**src/rtl/prog_seq_pkg.sv**
```systemverilog
// Shared types for the programmable sequencer: entry modes, the jump-table
// entry record and the top-level state encoding.
package prog_seq_pkg;

    // Entry fields are sized for the largest supported sequencer (16 states, 32-bit dwell).
    localparam int MAX_SW    = 4;
    localparam int MAX_CNT_W = 32;

    typedef logic [1:0] seq_mode_t;

    localparam seq_mode_t MODE_WAIT   = 2'b00;
    localparam seq_mode_t MODE_DWELL  = 2'b01;
    localparam seq_mode_t MODE_TERM   = 2'b10;
    localparam seq_mode_t MODE_BRANCH = 2'b11;

    typedef logic [0:0] top_state_t;

    localparam top_state_t ST_IDLE = 1'b0;
    localparam top_state_t ST_RUN  = 1'b1;

    typedef struct packed {
        logic [MAX_SW-1:0]    target;
        seq_mode_t            mode;
        logic [MAX_CNT_W-1:0] count;
    } seq_entry_t;

endpackage

```
**src/rtl/prog_seq_table.sv**
```systemverilog
// Jump-table register file: one {target, mode, count} entry per sequence state,
// guarded writes with a one-cycle error pulse, and a sanitised read port.
module prog_seq_table
    import prog_seq_pkg::*;
#(
    parameter int N_STATES = 8,
    parameter int CNT_W    = 8,
    parameter int SW       = $clog2(N_STATES)
) (
    input  logic             clk,
    input  logic             reset_n,
    input  logic             wr_allow,
    input  logic             cfg_we,
    input  logic [SW-1:0]    cfg_addr,
    input  logic [SW-1:0]    cfg_target,
    input  logic [1:0]       cfg_mode,
    input  logic [CNT_W-1:0] cfg_count,
    input  logic [SW-1:0]    rd_addr,
    output seq_entry_t       rd_entry,
    output logic             cfg_err
);

    localparam logic [SW:0] N_VAL = N_STATES[SW:0];

    logic [SW-1:0]    tgt_q  [N_STATES];
    seq_mode_t        mode_q [N_STATES];
    logic [CNT_W-1:0] cnt_q  [N_STATES];

    logic          addr_ok;
    logic          wr_ok;
    logic [SW-1:0] raw_tgt;
    logic [SW-1:0] safe_tgt;

    assign addr_ok = ({1'b0, cfg_addr} < N_VAL);
    assign wr_ok   = wr_allow & addr_ok;

    // Reset rebuilds the default ring 0 -> 1 -> ... -> N-1 -> 0, all WAIT.
    always_ff @(posedge clk or negedge reset_n) begin
        if (!reset_n) begin
            for (int i = 0; i < N_STATES; i++) begin
                tgt_q[i]  <= SW'((i + 1) % N_STATES);
                mode_q[i] <= MODE_WAIT;
                cnt_q[i]  <= '0;
            end
            cfg_err <= 1'b0;
        end else begin
            cfg_err <= cfg_we & ~wr_ok;
            if (cfg_we && wr_ok) begin
                tgt_q[cfg_addr]  <= cfg_target;
                mode_q[cfg_addr] <= cfg_mode;
                cnt_q[cfg_addr]  <= cfg_count;
            end
        end
    end

    // A stored target outside the state range is folded to state 0.
    assign raw_tgt  = tgt_q[rd_addr];
    assign safe_tgt = ({1'b0, raw_tgt} < N_VAL) ? raw_tgt : '0;

    always_comb begin
        rd_entry        = '0;
        rd_entry.target = MAX_SW'(safe_tgt);
        rd_entry.mode   = mode_q[rd_addr];
        rd_entry.count  = MAX_CNT_W'(cnt_q[rd_addr]);
    end

endmodule

```
**src/rtl/prog_seq_fsm.sv**
```systemverilog
// Programmable sequencer: walks a jump table from state 0, each state advancing
// on its condition bit, a dwell timeout, a branch, or terminating back to IDLE.
module prog_seq_fsm
    import prog_seq_pkg::*;
#(
    parameter int N_STATES = 8,
    parameter int CNT_W    = 8,
    localparam int SW      = $clog2(N_STATES)
) (
    input  logic                clk,
    input  logic                reset_n,
    input  logic                ok,
    input  logic                halt,
    input  logic [N_STATES-1:0] in,
    input  logic                cfg_we,
    input  logic [SW-1:0]       cfg_addr,
    input  logic [SW-1:0]       cfg_target,
    input  logic [1:0]          cfg_mode,
    input  logic [CNT_W-1:0]    cfg_count,
    output logic [N_STATES-1:0] out,
    output logic [SW-1:0]       state_idx,
    output logic                running,
    output logic                done,
    output logic                cfg_err
);

    localparam logic [N_STATES-1:0] ONE  = {{(N_STATES - 1){1'b0}}, 1'b1};
    localparam logic [SW-1:0]       LAST = SW'(N_STATES - 1);

    top_state_t          state_q, state_n;
    logic [SW-1:0]       cur_q, cur_n;
    logic [CNT_W-1:0]    dwell_q, dwell_n;
    logic [N_STATES-1:0] out_n;
    logic                done_n;
    logic                reenter;

    seq_entry_t          entry;
    logic [SW-1:0]       tgt;
    logic [SW-1:0]       cur_inc;
    logic                cond;

    prog_seq_table #(
        .N_STATES (N_STATES),
        .CNT_W    (CNT_W),
        .SW       (SW)
    ) u_table (
        .clk        (clk),
        .reset_n    (reset_n),
        .wr_allow   (state_q == ST_IDLE),
        .cfg_we     (cfg_we),
        .cfg_addr   (cfg_addr),
        .cfg_target (cfg_target),
        .cfg_mode   (cfg_mode),
        .cfg_count  (cfg_count),
        .rd_addr    (cur_q),
        .rd_entry   (entry),
        .cfg_err    (cfg_err)
    );

    assign tgt     = entry.target[SW-1:0];
    assign cond    = in[cur_q];
    assign cur_inc = (cur_q == LAST) ? '0 : cur_q + 1'b1;

    // Every taken transition, including a jump to the same state, re-enters it.
    always_comb begin
        state_n = state_q;
        cur_n   = cur_q;
        done_n  = 1'b0;
        reenter = 1'b0;
        case (state_q)
            ST_IDLE: begin
                if (ok) begin
                    state_n = ST_RUN;
                    cur_n   = '0;
                    reenter = 1'b1;
                end
            end
            ST_RUN: begin
                if (halt) begin
                    state_n = ST_IDLE;
                    cur_n   = '0;
                end else begin
                    case (entry.mode)
                        MODE_WAIT: begin
                            if (cond) begin
                                cur_n   = tgt;
                                reenter = 1'b1;
                            end
                        end
                        MODE_DWELL: begin
                            if (dwell_q == entry.count[CNT_W-1:0]) begin
                                cur_n   = tgt;
                                reenter = 1'b1;
                            end
                        end
                        MODE_TERM: begin
                            if (cond) begin
                                state_n = ST_IDLE;
                                cur_n   = '0;
                                done_n  = 1'b1;
                            end
                        end
                        default: begin
                            cur_n   = cond ? tgt : cur_inc;
                            reenter = 1'b1;
                        end
                    endcase
                end
            end
            default: begin
                state_n = ST_IDLE;
                cur_n   = '0;
            end
        endcase
    end

    always_comb begin
        dwell_n = '0;
        if (state_n == ST_RUN && !reenter) begin
            dwell_n = (entry.mode == MODE_DWELL) ? dwell_q + 1'b1 : dwell_q;
        end
        out_n = (state_n == ST_RUN) ? (ONE << cur_n) : '0;
    end

    always_ff @(posedge clk or negedge reset_n) begin
        if (!reset_n) begin
            state_q <= ST_IDLE;
            cur_q   <= '0;
            dwell_q <= '0;
            out     <= '0;
            done    <= 1'b0;
        end else begin
            state_q <= state_n;
            cur_q   <= cur_n;
            dwell_q <= dwell_n;
            out     <= out_n;
            done    <= done_n;
        end
    end

    assign running   = (state_q == ST_RUN);
    assign state_idx = cur_q;

endmodule
```
**config.mk**
```make
export PLATFORM = sky130hd
export DESIGN_NAME = prog_seq_fsm
export DESIGN_NICKNAME = d
export VERILOG_FILES = /design/src/rtl/prog_seq_pkg.sv /design/src/rtl/prog_seq_table.sv /design/src/rtl/prog_seq_fsm.sv
export SDC_FILE = /design/constraint.sdc
export NUM_CORES = 1
export LEC_CHECK = 0
export CAP_MARGIN = 25
export CELL_PAD_IN_SITES_DETAIL_PLACEMENT = 1
export CELL_PAD_IN_SITES_GLOBAL_PLACEMENT = 1
export CORE_UTILIZATION = 46
export CTS_CLUSTER_SIZE = 28
export DETAILED_ROUTE_END_ITERATION = 10
export MAX_ROUTING_LAYER = met4
export PLACE_DENSITY_LB_ADDON = 0.15
export SLEW_MARGIN = 25
export SYNTH_ARGS = -nofsm -noshare
export SYNTH_HDL_FRONTEND = slang
export SYNTH_SLANG_ARGS = --single-unit
```
**constraint.sdc**
```tcl
create_clock -name clk -period 3.6 [get_ports clk]
set_clock_uncertainty 0.2 [all_clocks]
set_input_delay 0.72 -clock clk [delete_from_list [all_inputs] [get_ports clk]]
set_output_delay 0.72 -clock clk [all_outputs]
set_load 0.05 [all_outputs]
```
Yosys cells after proc, flatten, opt, wreduce, memory -nomap -nowiden
Index checks and enable logic that the tools add are counted.
Widths: inputs -> output; s select.
{"block": "totals", "reg_bits": 126, "input_bits": 29, "output_inout_bits": 14, "wordCells": 96}
{"block": "classes", "addsub": 2, "order_cmp": 4, "eq_ne": 5, "shifts": 1, "n_mux": 45, "bitwise": 4, "reduce_logical": 5}
{"op": "$bwmux 64", "count": 1}
{"op": "$mux 8", "count": 6}
{"op": "$mux 3", "count": 10}
{"op": "$bmux 8 s3", "count": 1}
{"op": "$bwmux 24", "count": 1}
{"op": "$demux 8 s3", "count": 1}
{"op": "$bwmux 16", "count": 1}
{"op": "$mux 1", "count": 11}
{"op": "$bmux 3 s3", "count": 1}
{"op": "$demux 3 s3", "count": 1}
{"op": "$pmux 3 s3", "count": 1}
{"op": "$add 8x1->8 const B", "count": 1}
{"op": "$eq 8x8->1", "count": 1}
{"op": "$ge 4x4->1 const B", "count": 2}
{"op": "$not 3->4", "count": 2}
{"op": "$shl 1x3->8 const A", "count": 1}
{"op": "$bmux 2 s3", "count": 1}
{"op": "$demux 2 s3", "count": 1}
{"op": "$mux 2", "count": 3}
{"op": "$pmux 3 s2", "count": 1}
{"op": "$lt 3x4->1 const B", "count": 1}
{"op": "$lt 4x1->1 const B", "count": 1}
{"op": "$pmux 1 s2", "count": 2}
{"op": "$add 3x1->3 const B", "count": 1}
{"op": "11 further kinds", "count": 13}

Logic depth before layout (Yosys ltp)
{"block": "logic_depth", "word_depth": 12, "depth_mapped": 13, "depth_no_buf": 10}

Modules after synthesis
Synthesis repeated with hierarchy kept, for this count alone.
{"block": "unflattened", "cells_unflattened": 425, "area_unflattened_um2": 6168.4}
{"mod": "prog_seq_table", "instances": 1, "cells_per_inst": 305, "area_each_um2": 4927.2, "seq_area_each_um2": 2642.5}
{"mod": "prog_seq_fsm", "instances": 1, "cells_per_inst": 120, "area_each_um2": 1241.2, "seq_area_each_um2": 525.5}

Worst setup path before layout
Ideal clock, no wire load.
{"block": "synth_timing", "path_kind": "flip-flop to flip-flop", "from": "register cur_q[0], in the netlist state_idx[0]", "to": "register out[5]", "setup_ps": 86, "arrival_time_ps": 2974, "required_time_ps": 3314, "setup_slack_ps": 340, "path_stages_with_launch": 11, "n_path_buf": 4, "period_less_slack_ps": 3260, "cell_sequence": "dfrtp_1 -> buf_6 -> buf_8 -> buf_6 -> buf_6 -> mux4_2 -> nand3_1 -> o21ai_0 -> and2_1 -> or4_4 -> nor3_1"}
{"block": "synth_via", "elab_chain_len": 11, "elab_cells_between_ends": 33, "cone_classes": "add/sub: 1; eq/ne: 4; shift: 1; mux: 25; bitwise: 1; reduce/logical: 1"}
{"element": "start: declaration", "line_no": "prog_seq_fsm.sv:31", "text": "logic [SW-1:0] cur_q, cur_n;"}
{"element": "start signal: assignment", "line_no": "prog_seq_fsm.sv:134", "text": "cur_q <= cur_n;"}
{"element": "$not 3->4 (implied by the code)", "line_no": "prog_seq_table.sv:57, prog_seq_table.sv:63, prog_seq_table.sv:64"}
{"element": "$bmux 8 s3", "line_no": "prog_seq_table.sv:64", "text": "rd_entry.count = MAX_CNT_W'(cnt_q[rd_addr]);"}
{"element": "$mux 8 (implied by the code) (2 in series)", "line_no": "prog_seq_table.sv:64"}
{"element": "$eq 8x8->1", "line_no": "prog_seq_fsm.sv:91", "text": "if (dwell_q == entry.count[CNT_W-1:0]) begin"}
{"element": "$mux 3", "line_no": "prog_seq_fsm.sv:91"}
{"element": "$pmux 3 s3", "line_no": "prog_seq_fsm.sv:83", "text": "case (entry.mode)"}
{"element": "$mux 3", "line_no": "prog_seq_fsm.sv:79", "text": "if (halt) begin"}
{"element": "$pmux 3 s2", "line_no": "prog_seq_fsm.sv:70", "text": "case (state_q)"}
{"element": "$shl 1x3->8", "line_no": "prog_seq_fsm.sv:122", "text": "out_n = (state_n == ST_RUN) ? (ONE << cur_n) : '0;"}
{"element": "$mux 8 *", "line_no": "prog_seq_fsm.sv:122"}
{"element": "net out_n[5]", "line_no": "prog_seq_fsm.sv:33", "text": "logic [N_STATES-1:0] out_n;"}
{"element": "end signal: assignment", "line_no": "prog_seq_fsm.sv:136", "text": "out <= out_n;"}
{"element": "end: declaration", "line_no": "prog_seq_fsm.sv:20", "text": "output logic [N_STATES-1:0] out,"}
Mark *: on every way through the listed nets, which the timed path passes. The rest lies on a longest branch. The select of a mux whose other input is x is not followed.
A chain may end at the register's enable or synchronous reset.

Worst setup path in the final report
{"block": "layout_timing", "from": "register cur_q[0], in the netlist state_idx[0]", "to": "register out[1]"}
Same word-level chain as after synthesis.

==> results by group <==
Clock tree
  • CTS H-tree lvls: 4
  • Postcts setup bufs: 0
  • CTS root buffer: clkbuf_16
  • Clock sinks: 126
  • CTS tree: done
  • Num CTS Buffers: 17
  • Cts repair resizes: 0
  • Clock Pin Slew Worst Setup and Hold Paths: 0.05 ns
  • CTS Buffer Depth: 2
  • Clk_lat worst skew: 0.42 ns
  • CTS Hold Bufs: 0

Drt
  • ANT nets after route: 0
  • DR vias: 3,939
  • Final WL: 14.9 mm
  • First-pass iteration count of the detailed router: 4
  • Wire length per cell: 21.7 um
  • Detail-routed via count per cell: 5.74
  • DR iter-0 viols: 164
  • DRC errors left: 0

Synth
  • Main combinational cell family by area after synthesis: multiplexers
  • Post-synth EDFFs: 0
  • Adder-cell share of the synthesized area: 0.617%
  • Post-synthesis register bit count: 126
  • Synth warn: 0
  • Post-Synth XOR/XNOR Area: 1.30%
  • Mapped cell area: 6080 um^2
  • Distinct cells, synth: 45
  • Multiplexer share of the synthesized area: 31.3%
  • Syn Area/Cell: 13.7 um^2
  • Seq/Total Area, Yosys: 52.1%
  • Synth Area in Simple Gates: 7.71%
  • Post-Syn Nets: 476
  • Commonest register cell after synthesis: dfrtp_1
  • Ys async rst share: 100%
  • Synth Area in Compound Gates: 4.77%
  • Post-synthesis cell count: 444

Worst setup path
  • Cell Chain, Critical Path: mux4_2, mux2i_1, xor2_1, nand3b_1, or4_4, nor4b_4, o41ai_2, nor3_1
  • Req. time, crit path: 3.72 ns
  • Critical path data arrival time: 3.43 ns
  • Startpoint types: flip-flop
  • Critical path class: reg -> reg
  • Crit. End Element: flip-flop
  • Worst-path maximum fanout: 17
  • Worst R2R Path Depth: 8
  • Slowest cell on the critical path: dfrtp_2
  • CP max stage delay: 0.67 ns

GRT
  • Largest net degree at the start of global routing: 82
  • GRT overflow: 0
  • GR Util All Layers: 25.3%
  • Initial antenna violation count: 0
  • Vias in the first global route: 4,375
  • First-pass GRT wire length: 24.1 mm

Die
  • Starting Density: 47.6%
  • Die area: 13,700 um^2
  • Std cell rows: 41
  • Core area: 12,800 um^2
  • I/O pin count: 43
  • Die Wd: 117 um
  • Die Span Y: 117 um

Timing
  • Peak Freq: 303 MHz
  • Final Slew Violations: 0
  • Fin crit share: 91.8%
  • Setup violators final: 0
  • Min cycle time layout: 3.30 ns
  • Total Neg Setup Slack: 0 ns
  • Unrepaired setup endpoints after global routing: no
  • Worst slew pin tran: 0.828 ns
  • Final hold viol count: 0
  • Max transition margin: 44.8%

Worst hold path
  • Hold Crit Class: in -> async

Cells and area
  • Layout Nets: 533
  • Area Growth Syn to Fin: 20.2%
  • Ratio of cells with drive above 1 in the final layout: 40.3%
  • Commonest non-fill, non-tap cell in the layout: mux2_2
  • Ant. Diodes: 0
  • Commonest cells after routing, fill and taps aside: mux2_2 (118), dfrtp_1 (113), clkdlybuf4s50_1 (41)

Pwr
  • Leak: 3.00 nW
  • Clock power frac: 27.0%
  • Switching pwr: 1.88 mW
  • Worst vdd ir: 388 uV
  • Internal power: 4.13 mW
  • PwrDens: 822 nW/um^2
  • Combinational Power Share: 32.4%
  • Pwr Total: 6.01 mW
  • Sw Share: 31.2%
  • Sequential share of power: 40.5%

Status
  • Status: complete, no violations

Placement
  • # port buffers: 42
  • Routability cong.: 0.840
  • Post-DP HPWL: 9.93 mm

Run
  • MaxCap Viol Count: 0
layer usage:
layer / vias up / wire length, um / track usage, %
met3: 20 / 598 / 6.08
met5: - / 0 / -
li1: 1765 / - / -
met4: 0 / 205 / 8.27
met2: 76 / 7090 / 38.9
met1: 2078 / 7010 / 33.1
synthesized netlist by cell type (5+ instances only):
cell	count	share of area (%)
a22o_1	6	0.86
mux4_2	18	6.7
nand3b_1	6	0.74
nor2_1	13	0.80
nand3_1	5	0.41
nand2_1	19	1.2
o22ai_1	8	0.82
xor2_1	6	0.86
nand2b_1	5	0.51
nor3_1	8	0.66
clkbuf_1	8	0.49
or3_1	6	0.62
mux2_2	118	22
o21ai_0	16	1.3
dfstp_2	12	5.2
buf_1	5	0.31
mux2i_1	17	2.8
a21oi_1	6	0.49
dfrtp_1	114	47
cell type report:
| cell class | instances | area [um^2] |
|---|---|---|
| clock inverter | 6 | 57.6 |
| clock buffer | 26 | 509 |
| sequential | 126 | 3170 |
| inverter | 5 | 18.8 |
| multi-input combinational | 293 | 2790 |
| fill | 1225 | 5460 |
| tap | 172 | 215 |
| timing repair buffer | 58 | 551 |
metrics by stage:
stage | utilization [%] | hold WS [ns] | worst slack, ns | cells | cell area (um^2)
3_3_place_gp | 52.8 | 0.283 | 0.387 | 654 | 6740
4_1_cts | 57.2 | 0.117 | 0.286 | 686 | 7310
2_1_floorplan | - | 0.224 | 0.340 | 444 | 6080
6_report | 57.2 | 0.105 | 0.296 | 686 | 7310
5_1_grt | 57.2 | 0.143 | 0.0684 | 686 | 7310
3_5_place_dp | 52.8 | 0.290 | 0.295 | 654 | 6740
path summary, 6_finish.rpt:
check                                 startpoint               end  slack, ns
worst max register to register      state_idx[0]            out[1]       0.30
worst min register to register  u_table.cnt_q[5]  u_table.cnt_q[5]       0.30
min in group clk                u_table.cnt_q[5]  u_table.cnt_q[5]       0.30
max in group asynchronous                reset_n  u_table.tgt_q[4]       2.26
worst max-delay path                state_idx[0]            out[1]       0.30
worst min-delay path                     reset_n              done       0.10
registers in the layout (all words and copies together), names as in the netlist:
signal and count:
running 1, u_table.cfg_err 1, u_table.mode_q 16, out 8
u_table.tgt_q 24, u_table.cnt_q 64, state_idx 3, dwell_q 8
done 1
power groups by stage:
stage | logic [mW] | registers [mW] | clock network, mW
floorplan | 1.38 | 2.41 | 0
global placement | 1.87 | 2.40 | 0
detailed placement | 1.95 | 2.44 | 0
CTS | 1.97 | 2.43 | 1.67
global route | 2.12 | 2.51 | 1.73
finish | 1.95 | 2.44 | 1.63
critical path, delay by kind of cell, from the launching register on:
kind | cells | cell delay [ns]
simple gates | 4 | 1.19
compound gates | 1 | 0.16
flops | 1 | 0.67
mux | 2 | 0.82
xor+xnor | 1 | 0.17
kinds of logic after synthesis:
family                   Yosys count
AND/OR/NAND/NOR                   83
buffers and inverters             25
XOR/XNOR                           9
flip-flops                       126
adder cells (fa/ha/maj)            3
AO/OA/AOI/OAI                     45
multiplexers                     153
Note: power is estimated with default switching activity, not from simulation.
